<file path="config.mk">
export PLATFORM = sky130hd
export DESIGN_NAME = kamus_wb_arbiter_flat
export DESIGN_NICKNAME = d
export VERILOG_FILES = /design/src/rtl/kamus_wb_arbiter_if.sv /design/src/rtl/kamus_wb_arbiter.sv /design/src/flat_wrapper.sv
export SDC_FILE = /design/constraint.sdc
export NUM_CORES = 1
export LEC_CHECK = 0
export CAP_MARGIN = 20
export CORE_MARGIN = 4
export CORE_UTILIZATION = 52
export DETAILED_ROUTE_END_ITERATION = 10
export PLACE_DENSITY = 0.85
export SLEW_MARGIN = 20
export SYNTH_ARGS = -nofsm -noshare
export SYNTH_HDL_FRONTEND = slang
export SYNTH_SLANG_ARGS = --single-unit
</file>
<file path="constraint.sdc">
create_clock -name clk_i -period 5.21 [get_ports clk_i]
set_clock_uncertainty 0.1 [all_clocks]
set_input_delay 1.042 -clock clk_i [delete_from_list [all_inputs] [get_ports clk_i]]
set_output_delay 1.042 -clock clk_i [all_outputs]
set_load 0.01 [all_outputs]
</file>
<file path="src/rtl/kamus_wb_arbiter_if.sv">
// Writeback request/response bundle between the producers and kamus_wb_arbiter.
// The slave modport is the arbiter side; master is the producer/register-file side.
interface kamus_wb_arbiter_if #(
  parameter int NUM_REQ = 3,
  parameter int DATA_W  = 32
);
  logic [NUM_REQ-1:0]        req_valid_i;
  logic [NUM_REQ-1:0]        req_ready_o;
  logic [NUM_REQ*5-1:0]      req_rd_i;
  logic [NUM_REQ*DATA_W-1:0] req_data_i;
  logic                      rf_we_o;
  logic [4:0]                rf_rd_addr_o;
  logic [DATA_W-1:0]         rf_wr_data_o;
  logic [1:0]                rf_grant_id_o;
  logic                      busy_o;

  modport slave (
    input  req_valid_i, req_rd_i, req_data_i,
    output req_ready_o, rf_we_o, rf_rd_addr_o, rf_wr_data_o, rf_grant_id_o, busy_o
  );

  modport master (
    output req_valid_i, req_rd_i, req_data_i,
    input  req_ready_o, rf_we_o, rf_rd_addr_o, rf_wr_data_o, rf_grant_id_o, busy_o
  );
endinterface

</file>
<file path="src/rtl/kamus_wb_arbiter.sv">
// Writeback arbiter: one holding buffer per producer, one register-file write per cycle.
// Define KAMUS_WB_RR_EN for round-robin; default is fixed priority with starvation promotion.
module kamus_wb_arbiter #(
  parameter int NUM_REQ    = 3,
  parameter int DATA_W     = 32,
  parameter int STARVE_MAX = 4
) (
  input  logic clk_i,
  input  logic rst_i,
  kamus_wb_arbiter_if.slave wb
);

  logic [NUM_REQ-1:0] buf_valid;
  logic [NUM_REQ-1:0] grant;
  logic [NUM_REQ-1:0] ready;
  logic [NUM_REQ-1:0] accept;
  logic [4:0]         buf_rd   [NUM_REQ];
  logic [DATA_W-1:0]  buf_data [NUM_REQ];
  logic               grant_any;
  logic [1:0]         grant_id;
  logic [4:0]         sel_rd;
  logic [DATA_W-1:0]  sel_data;

`ifdef KAMUS_WB_RR_EN
  logic [1:0] ptr;

  // Scan from ptr upward with wrap-around; the first valid entry wins.
  always_comb begin
    grant     = '0;
    grant_id  = '0;
    grant_any = 1'b0;
    for (int k = 0; k < NUM_REQ; k++) begin
      for (int i = 0; i < NUM_REQ; i++) begin
        if (!grant_any && buf_valid[i] &&
            ((int'(ptr) + k == i) || (int'(ptr) + k - NUM_REQ == i))) begin
          grant[i]  = 1'b1;
          grant_id  = 2'(i);
          grant_any = 1'b1;
        end
      end
    end
  end

  always_ff @(posedge clk_i) begin
    if (rst_i) begin
      ptr <= '0;
    end else if (grant_any) begin
      ptr <= (grant_id == 2'(NUM_REQ - 1)) ? 2'd0 : grant_id + 2'd1;
    end
  end
`else
  localparam int SW = $clog2(STARVE_MAX + 1);

  logic [SW-1:0]      starve [NUM_REQ];
  logic [NUM_REQ-1:0] starved;

  always_comb begin
    for (int i = 0; i < NUM_REQ; i++) begin
      starved[i] = buf_valid[i] && (starve[i] == SW'(STARVE_MAX));
    end
  end

  // Starved entries pre-empt fixed priority; ties inside each class go to the lowest index.
  always_comb begin
    grant     = '0;
    grant_id  = '0;
    grant_any = 1'b0;
    for (int i = 0; i < NUM_REQ; i++) begin
      if (!grant_any && starved[i]) begin
        grant[i]  = 1'b1;
        grant_id  = 2'(i);
        grant_any = 1'b1;
      end
    end
    for (int i = 0; i < NUM_REQ; i++) begin
      if (!grant_any && buf_valid[i]) begin
        grant[i]  = 1'b1;
        grant_id  = 2'(i);
        grant_any = 1'b1;
      end
    end
  end

  always_ff @(posedge clk_i) begin
    if (rst_i) begin
      for (int i = 0; i < NUM_REQ; i++) starve[i] <= '0;
    end else begin
      for (int i = 0; i < NUM_REQ; i++) begin
        if (grant[i] || !buf_valid[i]) begin
          starve[i] <= '0;
        end else if (starve[i] != SW'(STARVE_MAX)) begin
          starve[i] <= starve[i] + 1'b1;
        end
      end
    end
  end
`endif

  assign ready          = ~buf_valid | grant;
  assign accept         = wb.req_valid_i & ready;
  assign wb.req_ready_o = ready;
  assign wb.busy_o      = |buf_valid;

  always_comb begin
    sel_rd   = '0;
    sel_data = '0;
    for (int i = 0; i < NUM_REQ; i++) begin
      if (grant[i]) begin
        sel_rd   = buf_rd[i];
        sel_data = buf_data[i];
      end
    end
  end

  // A write to x0 is accepted but never buffered, so it can never reach the register file.
  always_ff @(posedge clk_i) begin
    if (rst_i) begin
      buf_valid <= '0;
    end else begin
      for (int i = 0; i < NUM_REQ; i++) begin
        if (accept[i]) begin
          buf_rd[i]    <= wb.req_rd_i[5*i +: 5];
          buf_data[i]  <= wb.req_data_i[DATA_W*i +: DATA_W];
          buf_valid[i] <= (wb.req_rd_i[5*i +: 5] != 5'd0);
        end else if (grant[i]) begin
          buf_valid[i] <= 1'b0;
        end
      end
    end
  end

  always_ff @(posedge clk_i) begin
    if (rst_i) begin
      wb.rf_we_o       <= 1'b0;
      wb.rf_rd_addr_o  <= '0;
      wb.rf_wr_data_o  <= '0;
      wb.rf_grant_id_o <= '0;
    end else begin
      wb.rf_we_o <= grant_any;
      if (grant_any) begin
        wb.rf_rd_addr_o  <= sel_rd;
        wb.rf_wr_data_o  <= sel_data;
        wb.rf_grant_id_o <= grant_id;
      end
    end
  end

endmodule

</file>
<file path="src/flat_wrapper.sv">
// flat-port wrapper written by rule: the top's interface ports become plain ports
module kamus_wb_arbiter_flat 
#(
  parameter int NUM_REQ    = 3,
  parameter int DATA_W     = 32,
  parameter int STARVE_MAX = 4
)
  (clk_i, rst_i, wb_req_valid_i, wb_req_rd_i, wb_req_data_i, wb_req_ready_o, wb_rf_we_o, wb_rf_rd_addr_o, wb_rf_wr_data_o, wb_rf_grant_id_o, wb_busy_o);
  kamus_wb_arbiter_if #(.NUM_REQ(NUM_REQ), .DATA_W(DATA_W)) wb_i ();
  input  logic clk_i;
  input  logic rst_i;
  input wire logic [$bits(wb_i.req_valid_i)-1:0] wb_req_valid_i;
  input wire logic [$bits(wb_i.req_rd_i)-1:0] wb_req_rd_i;
  input wire logic [$bits(wb_i.req_data_i)-1:0] wb_req_data_i;
  output wire logic [$bits(wb_i.req_ready_o)-1:0] wb_req_ready_o;
  output wire logic [$bits(wb_i.rf_we_o)-1:0] wb_rf_we_o;
  output wire logic [$bits(wb_i.rf_rd_addr_o)-1:0] wb_rf_rd_addr_o;
  output wire logic [$bits(wb_i.rf_wr_data_o)-1:0] wb_rf_wr_data_o;
  output wire logic [$bits(wb_i.rf_grant_id_o)-1:0] wb_rf_grant_id_o;
  output wire logic [$bits(wb_i.busy_o)-1:0] wb_busy_o;
  assign wb_i.req_valid_i = wb_req_valid_i;
  assign wb_i.req_rd_i = wb_req_rd_i;
  assign wb_i.req_data_i = wb_req_data_i;
  assign wb_req_ready_o = wb_i.req_ready_o;
  assign wb_rf_we_o = wb_i.rf_we_o;
  assign wb_rf_rd_addr_o = wb_i.rf_rd_addr_o;
  assign wb_rf_wr_data_o = wb_i.rf_wr_data_o;
  assign wb_rf_grant_id_o = wb_i.rf_grant_id_o;
  assign wb_busy_o = wb_i.busy_o;
  kamus_wb_arbiter #(.NUM_REQ(NUM_REQ), .DATA_W(DATA_W), .STARVE_MAX(STARVE_MAX)) u_core (.clk_i(clk_i), .rst_i(rst_i), .wb(wb_i));
endmodule
</file>
==> flow_metrics.env <==
export IMPL_outcome="finished, final reports clean"
export IMPL_fmax_ghz=0.266
export IMPL_ys_async_sr_fraction_pct=0
export IMPL_hold_buffers=0
export IMPL_layout_min_cycle_time_ns=3.76
export IMPL_place_ws_ns=2.03
export IMPL_antenna_found_initial=0
export IMPL_synth_cell_type_count=38
export IMPL_synthesis_yosys_warnings=0
export IMPL_synth_edf_count=120
export IMPL_synthTopCellsByArea="edfxtp_1, dfxtp_1, a211oi_1"
export IMPL_grt_pass1_wl_microns=24800
export IMPL_ff2ff_setup_slack_ns=2.36
export IMPL_die_w_microns=116
export IMPL_leakage_nw=2.80
export IMPL_synth_top_family_by_area="compound AO/OA/AOI/OAI gates"
export IMPL_crit_required_ns=4.07
export IMPL_remaining_drc_errors=0
export IMPL_crit_fanout=44
export IMPL_clock_root_buffer="clkbuf_16"
export IMPL_synthXorXnorAreaFrac_pct=0.145
export IMPL_cp_start_kind="flop"
export IMPL_synthCells=417
export IMPL_grt_use_total_pct=24.9
export IMPL_synthFlopType="edfxtp_1"
export IMPL_post_route_util_pct=72.5
export IMPL_drive_gt1_share_pct=9.09
export IMPL_synth_fa_ha_area_share_pct=1.24
export IMPL_ctsLongestPathBuffers=2
export IMPL_htreeDepth=4
export IMPL_slew_limit_headroom_pct=32.7
export IMPL_overflow=0
export IMPL_synth_compound_area_share_pct=13.9
export IMPL_crit_path_end_kind="output port"
export IMPL_yosysTopAreaCellShare_pct=59.6
export IMPL_grt_max_degree=54
export IMPL_period_share_pct=72.2
export IMPL_drtIter0Drc=348
export IMPL_setup_violations=0
export IMPL_core_rowCount=39
export IMPL_clk_insertion_delay_late_ns=0.42
export IMPL_power_density_nw_per_um2=370
export IMPL_synthMuxAreaShare_pct=0
export IMPL_hold_viol=0
export IMPL_synth_simple_gate_area_share_pct=7.40
export IMPL_grt_setup_unrepaired="false"
export IMPL_syn_avg_cell_area_sq_um=14.5
export IMPL_cts_tree="yes"
export IMPL_maxCapViolations=0
export IMPL_initial_core_util_pct=53.0
export IMPL_ir_drop_mv=0.249
export IMPL_numCtsBuffers=17
export IMPL_worst_slack_ns=1.45
export IMPL_wl_per_cell_microns=23.1
export IMPL_clock_sinks=163
export IMPL_worst_slew_pin_slew_ns=1.01
export IMPL_cts_resized=0
export IMPL_die_area_sq_um=13400
export IMPL_dp_hpwl_microns=10500
export IMPL_drtPass1Iterations=8
export IMPL_syn2layout_area_growth_pct=36.8
export IMPL_yosysSeqAreaShare_pct=73.8
export IMPL_cp_arrival_ns=2.62
export IMPL_finalNetCount=692
export IMPL_hold_class="flop to flop"
export IMPL_total_power_mw=3.06
export IMPL_numPortBuffers=159
export IMPL_pin_count=160
export IMPL_fin_tns_setup_ns=0
export IMPL_path_clk_slew_ns=0.06
export IMPL_synth_area_sq_um=6050
export IMPL_antenna_left=0
export IMPL_routed_wl_microns=16800
export IMPL_drv_slew=0
export IMPL_grt_pass1_vias=4607
export IMPL_routabilityCongestion=0.800
export IMPL_synth_top_cell_by_area="edfxtp_1"
export IMPL_ys_seq_elements=163
export IMPL_hold_slack_ns=0.411
export IMPL_via_per_inst=6.20
export IMPL_core_sq_um=11400
export IMPL_via_count=4504
export IMPL_setup_worst_path_class="flop to output port"
export IMPL_fp_dieH_microns=116
export IMPL_antenna_cells=0
export IMPL_post_cts_buffers=0
## worst paths after layout
kind	to	cells after the start	startpoint
max	wb_req_ready_o[2]	4	u_core.buf_valid[0]$_SDFFE_PP0P_
min	u_core.wb.rf_grant_id_o[1]$_SDFFE_PP0P_	2	u_core.wb.rf_grant_id_o[1]$_SDFFE_PP0P_
max reg2reg	u_core.wb.rf_wr_data_o[2]$_SDFFE_PP0P_	7	u_core.starve[2][0]$_SDFFCE_PN0P_
min reg2reg	u_core.wb.rf_grant_id_o[1]$_SDFFE_PP0P_	2	u_core.wb.rf_grant_id_o[1]$_SDFFE_PP0P_
## worst max-delay path: stages (launching register included)
cell,delay (ns)
dfxtp_2,0.96
nand3_1,0.33
nand4_1,0.24
nand2_1,0.13
clkdlybuf4s50_1,0.52
## state kept, by name, indices dropped and copies added (netlist names)
| signal | count |
|---|---|
| u_core.buf_data | 96 |
| u_core.wb.rf_grant_id_o | 2 |
| u_core.starve | 9 |
| u_core.buf_valid | 3 |
| u_core.buf_rd | 15 |
| u_core.wb.rf_wr_data_o | 32 |
| u_core.wb.rf_rd_addr_o | 5 |
| u_core.wb.rf_we_o | 1 |
## power breakdown
part	switching, mW	internal (mW)	total, mW
clock	0.497	0.701	1.20
combinational	0.168	0.183	0.351
sequential	0.0430	1.47	1.52
total	0.707	2.36	3.06
## metrics by stage
| step | cell area, sq um | cells |
|---|---|---|
| 4_1_cts | 8270 | 726 |
| 3_5_place_dp | 7700 | 694 |
| 6_report | 8270 | 726 |
| 3_3_place_gp | 7700 | 694 |
| 2_1_floorplan | 6060 | 419 |
| 5_1_grt | 8270 | 726 |
## cells by family after synthesis
| family | Yosys count |
|---|---|
| adder cells (fa/ha/maj) | 6 |
| buffers and inverters | 42 |
| AND/OR/NAND/NOR | 88 |
| flip-flops | 163 |
| other | 1 |
| XOR/XNOR | 1 |
| AO/OA/AOI/OAI | 116 |
## placed cells by master, fill, tap and decap left out, types with 2 or more instances in the layout
master,netlist,layout
a211oi_1,28,28
clkinv_4,0,3
a211oi_2,10,10
inv_1,11,11
clkinv_2,0,4
clkinvlp_4,0,4
nand4_1,3,3
a221oi_1,14,14
clkdlybuf4s50_1,0,158
clkbuf_16,0,17
ha_1,6,6
a21oi_1,31,31
and3b_2,0,3
edfxtp_1,120,120
or4_1,3,3
nor2_1,19,19
o21ai_0,3,3
o22ai_1,23,23
dfxtp_1,43,42
nand2_1,6,6
nand3_1,41,41
bufinv_16,0,2
buf_4,2,5
conb_1,1,3
nor3_1,6,6
## routing by layer
layer  vias to the layer above  GRT usage [%]  share of wire (%)
met4                         0           9.20                3.0
li1                       1946              -                  -
met2                       288           43.6                 54
met5                         -              0                  0
met1                      2215           29.6                 36
met3                        55           6.37                7.6
## final cells by class
class	count	area (sq um)
clock inverter	14	140
timing repair buffer	163	1620
sequential	163	4470
tap	143	179
fill	711	3150
multi-input combinational	214	1400
inverter	11	41.3
clock buffer	18	429
## synth_stat cells (all sizes together) (3+ instances only)
cell    count
a211oi     38
a21oi      31
a221oi     15
and3b       3
buf        15
clkbuf     16
dfxtp      43
edfxtp    120
ha          6
inv        11
nand2       6
nand3      41
nand4       3
nor2       19
nor3        7
o21ai       3
o22ai      23
or4         3
Note: power is estimated with default switching activity, not from simulation.
